## config.mk

```make
export PLATFORM = sky130hd
export DESIGN_NAME = cardinal_nic_flat
export DESIGN_NICKNAME = d
export VERILOG_FILES = /design/src/rtl/nic_pkg.sv /design/src/rtl/cardinal_nic_if.sv /design/src/rtl/nic_chan_buf.sv /design/src/rtl/cardinal_nic.sv /design/src/flat_wrapper.sv
export SDC_FILE = /design/constraint.sdc
export NUM_CORES = 1
export LEC_CHECK = 0
export BUFFER_PORTS_ARGS = -buffer_cell sky130_fd_sc_hd__buf_4
export CORE_UTILIZATION = 43
export CTS_BUF_LIST = sky130_fd_sc_hd__clkbuf_4 sky130_fd_sc_hd__clkbuf_8 sky130_fd_sc_hd__clkbuf_16
export CTS_CLUSTER_DIAMETER = 40
export DETAILED_ROUTE_END_ITERATION = 8
export PLACE_DENSITY = 0.87
export SLEW_MARGIN = 20
export SYNTH_ARGS = -nofsm -noshare
export SYNTH_HDL_FRONTEND = slang
export SYNTH_SLANG_ARGS = --single-unit
```

## constraint.sdc

```tcl
create_clock -name clk -period 4.14 [get_ports clk]
set_clock_uncertainty 0.1 [all_clocks]
set_input_delay 0.414 -clock clk [delete_from_list [all_inputs] [get_ports clk]]
set_output_delay 0.414 -clock clk [all_outputs]
set_load 0.01 [all_outputs]
```

## src/rtl/nic_pkg.sv

```systemverilog
// Shared constants for the cardinal NIC: PE register map and default packet geometry.
package nic_pkg;

    localparam int PACKET_SIZE_DEF = 64;
    localparam int VC_BIT_DEF      = 63;

    localparam logic [1:0] ADDR_IBUF  = 2'b00;
    localparam logic [1:0] ADDR_ISTAT = 2'b01;
    localparam logic [1:0] ADDR_OBUF  = 2'b10;
    localparam logic [1:0] ADDR_OSTAT = 2'b11;

endpackage

```

## src/rtl/cardinal_nic_if.sv

```systemverilog
// PE register bus plus router local-port signals seen by the cardinal NIC.
interface cardinal_nic_if #(
    parameter int PACKET_SIZE = nic_pkg::PACKET_SIZE_DEF
);
    logic [1:0]             addr;
    logic [PACKET_SIZE-1:0] d_in;
    logic [PACKET_SIZE-1:0] d_out;
    logic                   nicEn;
    logic                   nicEnWr;
    logic                   net_si;
    logic                   net_ri;
    logic [PACKET_SIZE-1:0] net_di;
    logic                   net_so;
    logic                   net_ro;
    logic [PACKET_SIZE-1:0] net_do;
    logic                   net_polarity;

    // The NIC is the slave of the PE bus and the peer of the router port.
    modport slave (
        input  addr, d_in, nicEn, nicEnWr,
        input  net_si, net_di, net_ro, net_polarity,
        output d_out, net_ri, net_so, net_do
    );

    modport master (
        output addr, d_in, nicEn, nicEnWr,
        output net_si, net_di, net_ro, net_polarity,
        input  d_out, net_ri, net_so, net_do
    );
endinterface

```

## src/rtl/nic_chan_buf.sv

```systemverilog
// Single-entry channel buffer with full flag; load wins over clear if both strobe.
module nic_chan_buf #(
    parameter int W = 64
) (
    input  logic         clk,
    input  logic         reset,
    input  logic         load,
    input  logic         clr,
    input  logic [W-1:0] din,
    output logic [W-1:0] data,
    output logic         full
);

    always_ff @(posedge clk or posedge reset) begin
        if (reset) begin
            data <= '0;
            full <= 1'b0;
        end else if (load) begin
            data <= din;
            full <= 1'b1;
        end else if (clr) begin
            full <= 1'b0;
        end
    end

endmodule

```

## src/rtl/cardinal_nic.sv

```systemverilog
// Cardinal NIC: PE register file and router local-port handshakes.
// Optional NIC_IRQ_EN adds a registered packet-arrival interrupt output irq.
module cardinal_nic
    import nic_pkg::*;
#(
    parameter int PACKET_SIZE = PACKET_SIZE_DEF,
    parameter int VC_BIT      = VC_BIT_DEF
) (
    input  logic            clk,
    input  logic            reset,
    cardinal_nic_if.slave   bus
`ifdef NIC_IRQ_EN
    ,
    output logic            irq
`endif
);

    logic [PACKET_SIZE-1:0] ibuf;
    logic [PACKET_SIZE-1:0] obuf;
    logic                   istat;
    logic                   ostat;
    logic                   pe_rd;
    logic                   pe_wr;
    logic                   in_load;
    logic                   in_clr;
    logic                   out_load;
    logic                   out_clr;
    logic                   vc_match;
    logic [PACKET_SIZE-1:0] d_out_c;

    assign pe_rd = bus.nicEn & ~bus.nicEnWr;
    assign pe_wr = bus.nicEn &  bus.nicEnWr;

    // Router side: accept only into an empty input buffer, inject only on matching VC.
    assign bus.net_ri = ~reset & ~istat;
    assign vc_match   = (obuf[VC_BIT] == bus.net_polarity);
    assign bus.net_so = ~reset & ostat & bus.net_ro & vc_match;
    assign bus.net_do = obuf;

    assign in_load  = bus.net_si & bus.net_ri;
    assign in_clr   = pe_rd & (bus.addr == ADDR_IBUF);
    // A write racing the injection edge sees ostat=1 and is dropped.
    assign out_load = pe_wr & (bus.addr == ADDR_OBUF) & ~ostat;
    assign out_clr  = bus.net_so;

    nic_chan_buf #(.W(PACKET_SIZE)) u_in_buf (
        .clk   (clk),
        .reset (reset),
        .load  (in_load),
        .clr   (in_clr),
        .din   (bus.net_di),
        .data  (ibuf),
        .full  (istat)
    );

    nic_chan_buf #(.W(PACKET_SIZE)) u_out_buf (
        .clk   (clk),
        .reset (reset),
        .load  (out_load),
        .clr   (out_clr),
        .din   (bus.d_in),
        .data  (obuf),
        .full  (ostat)
    );

`ifdef NIC_IRQ_EN
    always_ff @(posedge clk or posedge reset) begin
        if (reset) begin
            irq <= 1'b0;
        end else if (in_load) begin
            irq <= 1'b1;
        end else if (in_clr) begin
            irq <= 1'b0;
        end
    end
`endif

    always_comb begin
        d_out_c = '0;
        if (!reset && pe_rd) begin
            case (bus.addr)
                ADDR_IBUF:  d_out_c = ibuf;
`ifdef NIC_IRQ_EN
                ADDR_ISTAT: d_out_c = PACKET_SIZE'({irq, istat});
`else
                ADDR_ISTAT: d_out_c = PACKET_SIZE'(istat);
`endif
                ADDR_OBUF:  d_out_c = obuf;
                default:    d_out_c = PACKET_SIZE'(ostat);
            endcase
        end
    end

    assign bus.d_out = d_out_c;

endmodule
```

## src/flat_wrapper.sv

```systemverilog
// flat-port wrapper written by rule: the top's interface ports become plain ports
module cardinal_nic_flat import nic_pkg::*;
#(
    parameter int PACKET_SIZE = PACKET_SIZE_DEF,
    parameter int VC_BIT      = VC_BIT_DEF
)
  (clk, reset, bus_addr, bus_d_in, bus_nicEn, bus_nicEnWr, bus_net_si, bus_net_di, bus_net_ro, bus_net_polarity, bus_d_out, bus_net_ri, bus_net_so, bus_net_do);
  cardinal_nic_if #(.PACKET_SIZE(PACKET_SIZE)) bus_i ();
  input  logic clk;
  input  logic reset;
  input wire logic [$bits(bus_i.addr)-1:0] bus_addr;
  input wire logic [$bits(bus_i.d_in)-1:0] bus_d_in;
  input wire logic [$bits(bus_i.nicEn)-1:0] bus_nicEn;
  input wire logic [$bits(bus_i.nicEnWr)-1:0] bus_nicEnWr;
  input wire logic [$bits(bus_i.net_si)-1:0] bus_net_si;
  input wire logic [$bits(bus_i.net_di)-1:0] bus_net_di;
  input wire logic [$bits(bus_i.net_ro)-1:0] bus_net_ro;
  input wire logic [$bits(bus_i.net_polarity)-1:0] bus_net_polarity;
  output wire logic [$bits(bus_i.d_out)-1:0] bus_d_out;
  output wire logic [$bits(bus_i.net_ri)-1:0] bus_net_ri;
  output wire logic [$bits(bus_i.net_so)-1:0] bus_net_so;
  output wire logic [$bits(bus_i.net_do)-1:0] bus_net_do;
  assign bus_i.addr = bus_addr;
  assign bus_i.d_in = bus_d_in;
  assign bus_i.nicEn = bus_nicEn;
  assign bus_i.nicEnWr = bus_nicEnWr;
  assign bus_i.net_si = bus_net_si;
  assign bus_i.net_di = bus_net_di;
  assign bus_i.net_ro = bus_net_ro;
  assign bus_i.net_polarity = bus_net_polarity;
  assign bus_d_out = bus_i.d_out;
  assign bus_net_ri = bus_i.net_ri;
  assign bus_net_so = bus_i.net_so;
  assign bus_net_do = bus_i.net_do;
  cardinal_nic #(.PACKET_SIZE(PACKET_SIZE), .VC_BIT(VC_BIT)) u_core (.clk(clk), .reset(reset), .bus(bus_i));
endmodule
```

## Word-level counts from Yosys, hierarchy flattened

Cells that the tools add are included.
Widths: inputs -> output; s select.

| operators by class | value |
|---|---|
| eq/ne operators | 3 |
| mux-type cells | 6 |
| bitwise operators | 14 |
| reductions and logical operators | 5 |

Operators by type and width:

| operator | count |
|---|---|
| $pmux 64 s3 | 1 |
| $mux 64 | 1 |
| $and 1x1->1 | 10 |
| $mux 1 | 4 |
| $not 1->1 | 4 |
| $reduce_bool 2->1 | 2 |
| $eq 2x1->1 const B | 1 |
| $eq 2x2->1 const B | 1 |
| $logic_not 2->1 | 1 |
| $eq 1x1->1 | 1 |
| $logic_and 1x1->1 | 1 |
| $logic_not 1->1 | 1 |

| word-level totals | value |
|---|---|
| bits in registers | 130 |
| input bits | 137 |
| output and inout port bits | 130 |
| word-level logic and storage cells | 32 |

## Longest topological paths before layout

| depth | value |
|---|---|
| word-level depth | 6 |
| gate-level depth with buffers | 5 |
| gate-level depth less buffers | 3 |

## Modules after synthesis

Synthesis repeated with hierarchy kept, for this count alone.

| unflattened totals | value |
|---|---|
| cell total of the unflattened synthesis | 431 |
| area, all modules | 6338.6 um^2 |

By module, submodules not included:

| module | times used | cells an instance | area an instance (um^2) | seq. area each (um^2) |
|---|---|---|---|---|
| nic_chan_buf | 2 | 139 | 2618.8 | 1626.6 |
| cardinal_nic | 1 | 153 | 1101.1 | 0.0 |

## Least setup slack after synthesis

OpenSTA, ideal clock, no wires.

| timing path | value |
|---|---|
| path kind | input-to-output |
| from | input reset |
| to | output bus_net_so |
| arrival time | 3674 ps |
| required time | 3626 ps |
| path slack | -48 ps |
| cell stages on the path | 3 |
| path buffers | 0 |
| cells stage by stage | inv_1 > nand4_1 > inv_1 |

| between the ends | value |
|---|---|
| cells in the longest elaborated chain, start to end | 4 |

RTL lines:

| what | line | text |
|---|---|---|
| start: declaration | flat_wrapper.sv:10 | `input logic reset;` |
| $not 1->1 | cardinal_nic.sv:37 | `assign bus.net_so = ~reset & ostat & bus.net_ro & vc_match;` |
| $and 1x1->1 (3 in series) | cardinal_nic.sv:37 |  |
| end: declaration | flat_wrapper.sv:21 | `output wire logic [$bits(bus_i.net_so)-1:0] bus_net_so;` |

Every way passes these cells.

## Worst setup path in the final report

| timing path | value |
|---|---|
| from | input bus_addr[1] |
| to | output bus_d_out[32] |

| between the ends | value |
|---|---|
| cells in the longest elaborated chain, start to end | 3 |
| elaborated cells on any way between the ends | 5 |
| classes of those cells | eq/ne (2); mux (2); reduce/logical (1) |

RTL lines:

| what | line | text |
|---|---|---|
| start: declaration | flat_wrapper.sv:11 | `input wire logic [$bits(bus_i.addr)-1:0] bus_addr;` |
| $eq 2x2->1, or another cell as far along | cardinal_nic.sv:81 | `case (bus.addr)` |
| $pmux 64 s3 * | cardinal_nic.sv:81 |  |
| $mux 64 * | cardinal_nic.sv:80 | `if (!reset && pe_rd) begin` |
| end: declaration | flat_wrapper.sv:19 | `output wire logic [$bits(bus_i.d_out)-1:0] bus_d_out;` |

Every way passes the cells marked *; elsewhere a longest branch is shown, timed or not.

==> results.ini <==
[job]
cap_violations=0

[power]
power_density_mw_per_mm2=666
p_leak_nw=4.35
ir_drop_mv=0.377

[floorplan]
fp.dieW_um=122
core_area_mm2=0.0139
row_count=43
io-pin-count=267
start_util_pct=44.3
dieArea_mm2=0.0148
die_h_um=122

[global_routing]
grtUsageTotal_pct=21.7
met2_usage_pct=37.3
overflow=0
grt_use_met3_pct=7.26
grt-busiest-layer=met2
antenna_found_initial=0
met1_usage_pct=24.7
grt_pass1_wl_mm=24.4
grt_max_degree=70
grt_pass1_vias=4766

[timing]
fmax_mhz=397
setup_viol_count_final=0
worst-slew-pin-transition_ns=0.939
post-route-period-util_pct=60.9
hold_viol=0
layout_min_cycle_time_ns=2.52
slew_headroom_pct=37.4
hold_slack_ns=0.132
rsz0062_at_grt=false
fin_tns_setup_ns=0
finalMaxSlewViolations=0

[cts]
post_cts_resized=0
htreeDepth=4
clock_path_buffers=2
numCtsBuffers=17
clock_latency_ns=0.41
path_clk_slew_ns=0.06
cts_setup_buffers=0
cts.sinks=130
hold_buffers=0
cts_root_buf=clkbuf_16
cts_tree=yes

[worst_setup_path]
end_kind=output pin
crit_fanout=40
path_class=in2out
crit_arrival_ns=2.01
worstPathRequired_ns=3.63
startpoint_type=input pin

[finish]
fin_nets=828
drive_gt1_share_pct=62.2
fillers=1055
stdcell_count=883
postLayoutCellArea_mm2=0.00873
diodes=0
areaGrowthSynthToFinish_pct=41.4

[yosys]
yosysSeqAreaShare_pct=52.7
synth.ff_latch_count=130
syn-instance-count=428
ys_warn_count=0
ys_types=22
syn_area_per_cell_um2=14.4
synth_nets=565
synth_area_mm2=0.00617

[place]
dp_cells=852
dp_hpwl_mm=11.3
io_buffer_count=266
gp_congestion=0.820
postPlaceCellArea_mm2=0.00818

[detailed_routing]
wl_mm=15.7
drc=0
wl_per_cell_um=17.8
vias=4392
ant_nets=0
drtPass1Iterations=4
vias_per_cell=4.97
drtIter0Drc=145

[worst_hold_path]
hold_path_class=in2reg

[outcome]
outcome=completed

## kinds of logic after synthesis
kind of cell           after synthesis  share of synthesized area [%]
AO/OA/AOI/OAI                        2                          0.243
multiplexers                       192                           37.5
buffers and inverters               30                           4.42
XOR/XNOR                             1                          0.142
AND/OR/NAND/NOR                     73                           5.01
flip-flops                         130                           52.7
## final timing paths
check                      depth (start not counted)                   endpoint                     start  slack [ns]
hold reg to reg                                    1   u_core.u_in_buf.data[13]  u_core.u_in_buf.data[13]        0.40
setup reg to reg                                   3   u_core.u_in_buf.data[32]      u_core.u_in_buf.full        2.12
min in group asynchronous                          3    u_core.u_in_buf.data[0]                     reset        0.20
setup / recovery                                   5              bus_d_out[32]               bus_addr[1]        1.62
hold / removal                                     2   u_core.u_out_buf.data[5]               bus_d_in[5]        0.13
max in group asynchronous                          3  u_core.u_out_buf.data[12]                     reset        3.11
## Yosys cell counts
| master | count | share of area (%) |
|---|---|---|
| dfrtp_1 | 130 | 53 |
| mux2_2 | 70 | 13 |
| nor2_1 | 65 | 4.0 |
| mux2i_1 | 63 | 10 |
| mux2_4 | 58 | 14 |
| buf_2 | 15 | 1.2 |
| buf_6 | 6 | 1.1 |
| buf_12 | 5 | 1.6 |
| inv_1 | 2 | 0.12 |
| nand2b_1 | 2 | 0.20 |
| a21o_1 | 1 | 0.12 |
| and2_1 | 1 | 0.10 |
| and3_1 | 1 | 0.10 |
| buf_4 | 1 | 0.12 |
| buf_8 | 1 | 0.24 |
| mux4_2 | 1 | 0.36 |
| nand2_1 | 1 | 0.061 |
| nand2b_4 | 1 | 0.22 |
| nand4_1 | 1 | 0.10 |
| nor3_4 | 1 | 0.26 |
| o31ai_1 | 1 | 0.12 |
| xnor2_1 | 1 | 0.14 |
## through the flow
step           util [%]  power, W  setup slack (ns)
4_1_cts            62.6   0.00586              1.61
2_1_floorplan         -   0.00351             0.935
5_1_grt            62.6   0.00613              1.51
3_3_place_gp       58.7   0.00434              1.65
3_5_place_dp       58.7   0.00445              1.58
6_report           62.6   0.00581              1.62
## sequential cells by signal (all words and copies together), names as in the netlist
| register | cells |
|---|---|
| u_core.u_in_buf.data | 64 |
| u_core.u_in_buf.full | 1 |
| u_core.u_out_buf.data | 64 |
| u_core.u_out_buf.full | 1 |
## power breakdown
part / leakage, nW / internal, W / switching [W]
clock network: 0.274 / 0.000844 / 0.000539
registers: 1.54 / 0.00192 / 0.000499
logic: 2.53 / 0.00130 / 0.000709
## layer usage
| layer | part of all wire [%] | wire (um) |
|---|---|---|
| met5 | 0 | 0 |
| met1 | 39 | 6180 |
| met2 | 51 | 8040 |
| met3 | 7.9 | 1240 |
| met4 | 1.8 | 284 |
## cell type report
type	instances	area [um^2]	share of cell area (%)
Clock inverter	10	88.8	1.02
Tap cell	180	225	2.58
Timing Repair Buffer	272	2040	23.4
Multi-Input combinational cell	268	2650	30.4
Sequential cell	130	3250	37.3
Clock buffer	21	455	5.22
Inverter	2	11.3	0.129
## worst max-delay path: stages
cell     delay, ns
buf_4         0.53
buf_4         0.53
mux2i_1       0.29
nor2_1        0.07
buf_4         0.16
## layout by cell type (no fill, tap or decap), types with 2 or more instances in the layout
cell type and n:
nor2_1 65, mux2i_1 63, dfrtp_1 130, clkbuf_16 17, clkinv_2 5, clkinvlp_4 2
mux2_2 70, buf_4 272, clkinv_4 3, mux2_4 58, clkbuf_4 4
(Power assumes the default switching activity.)
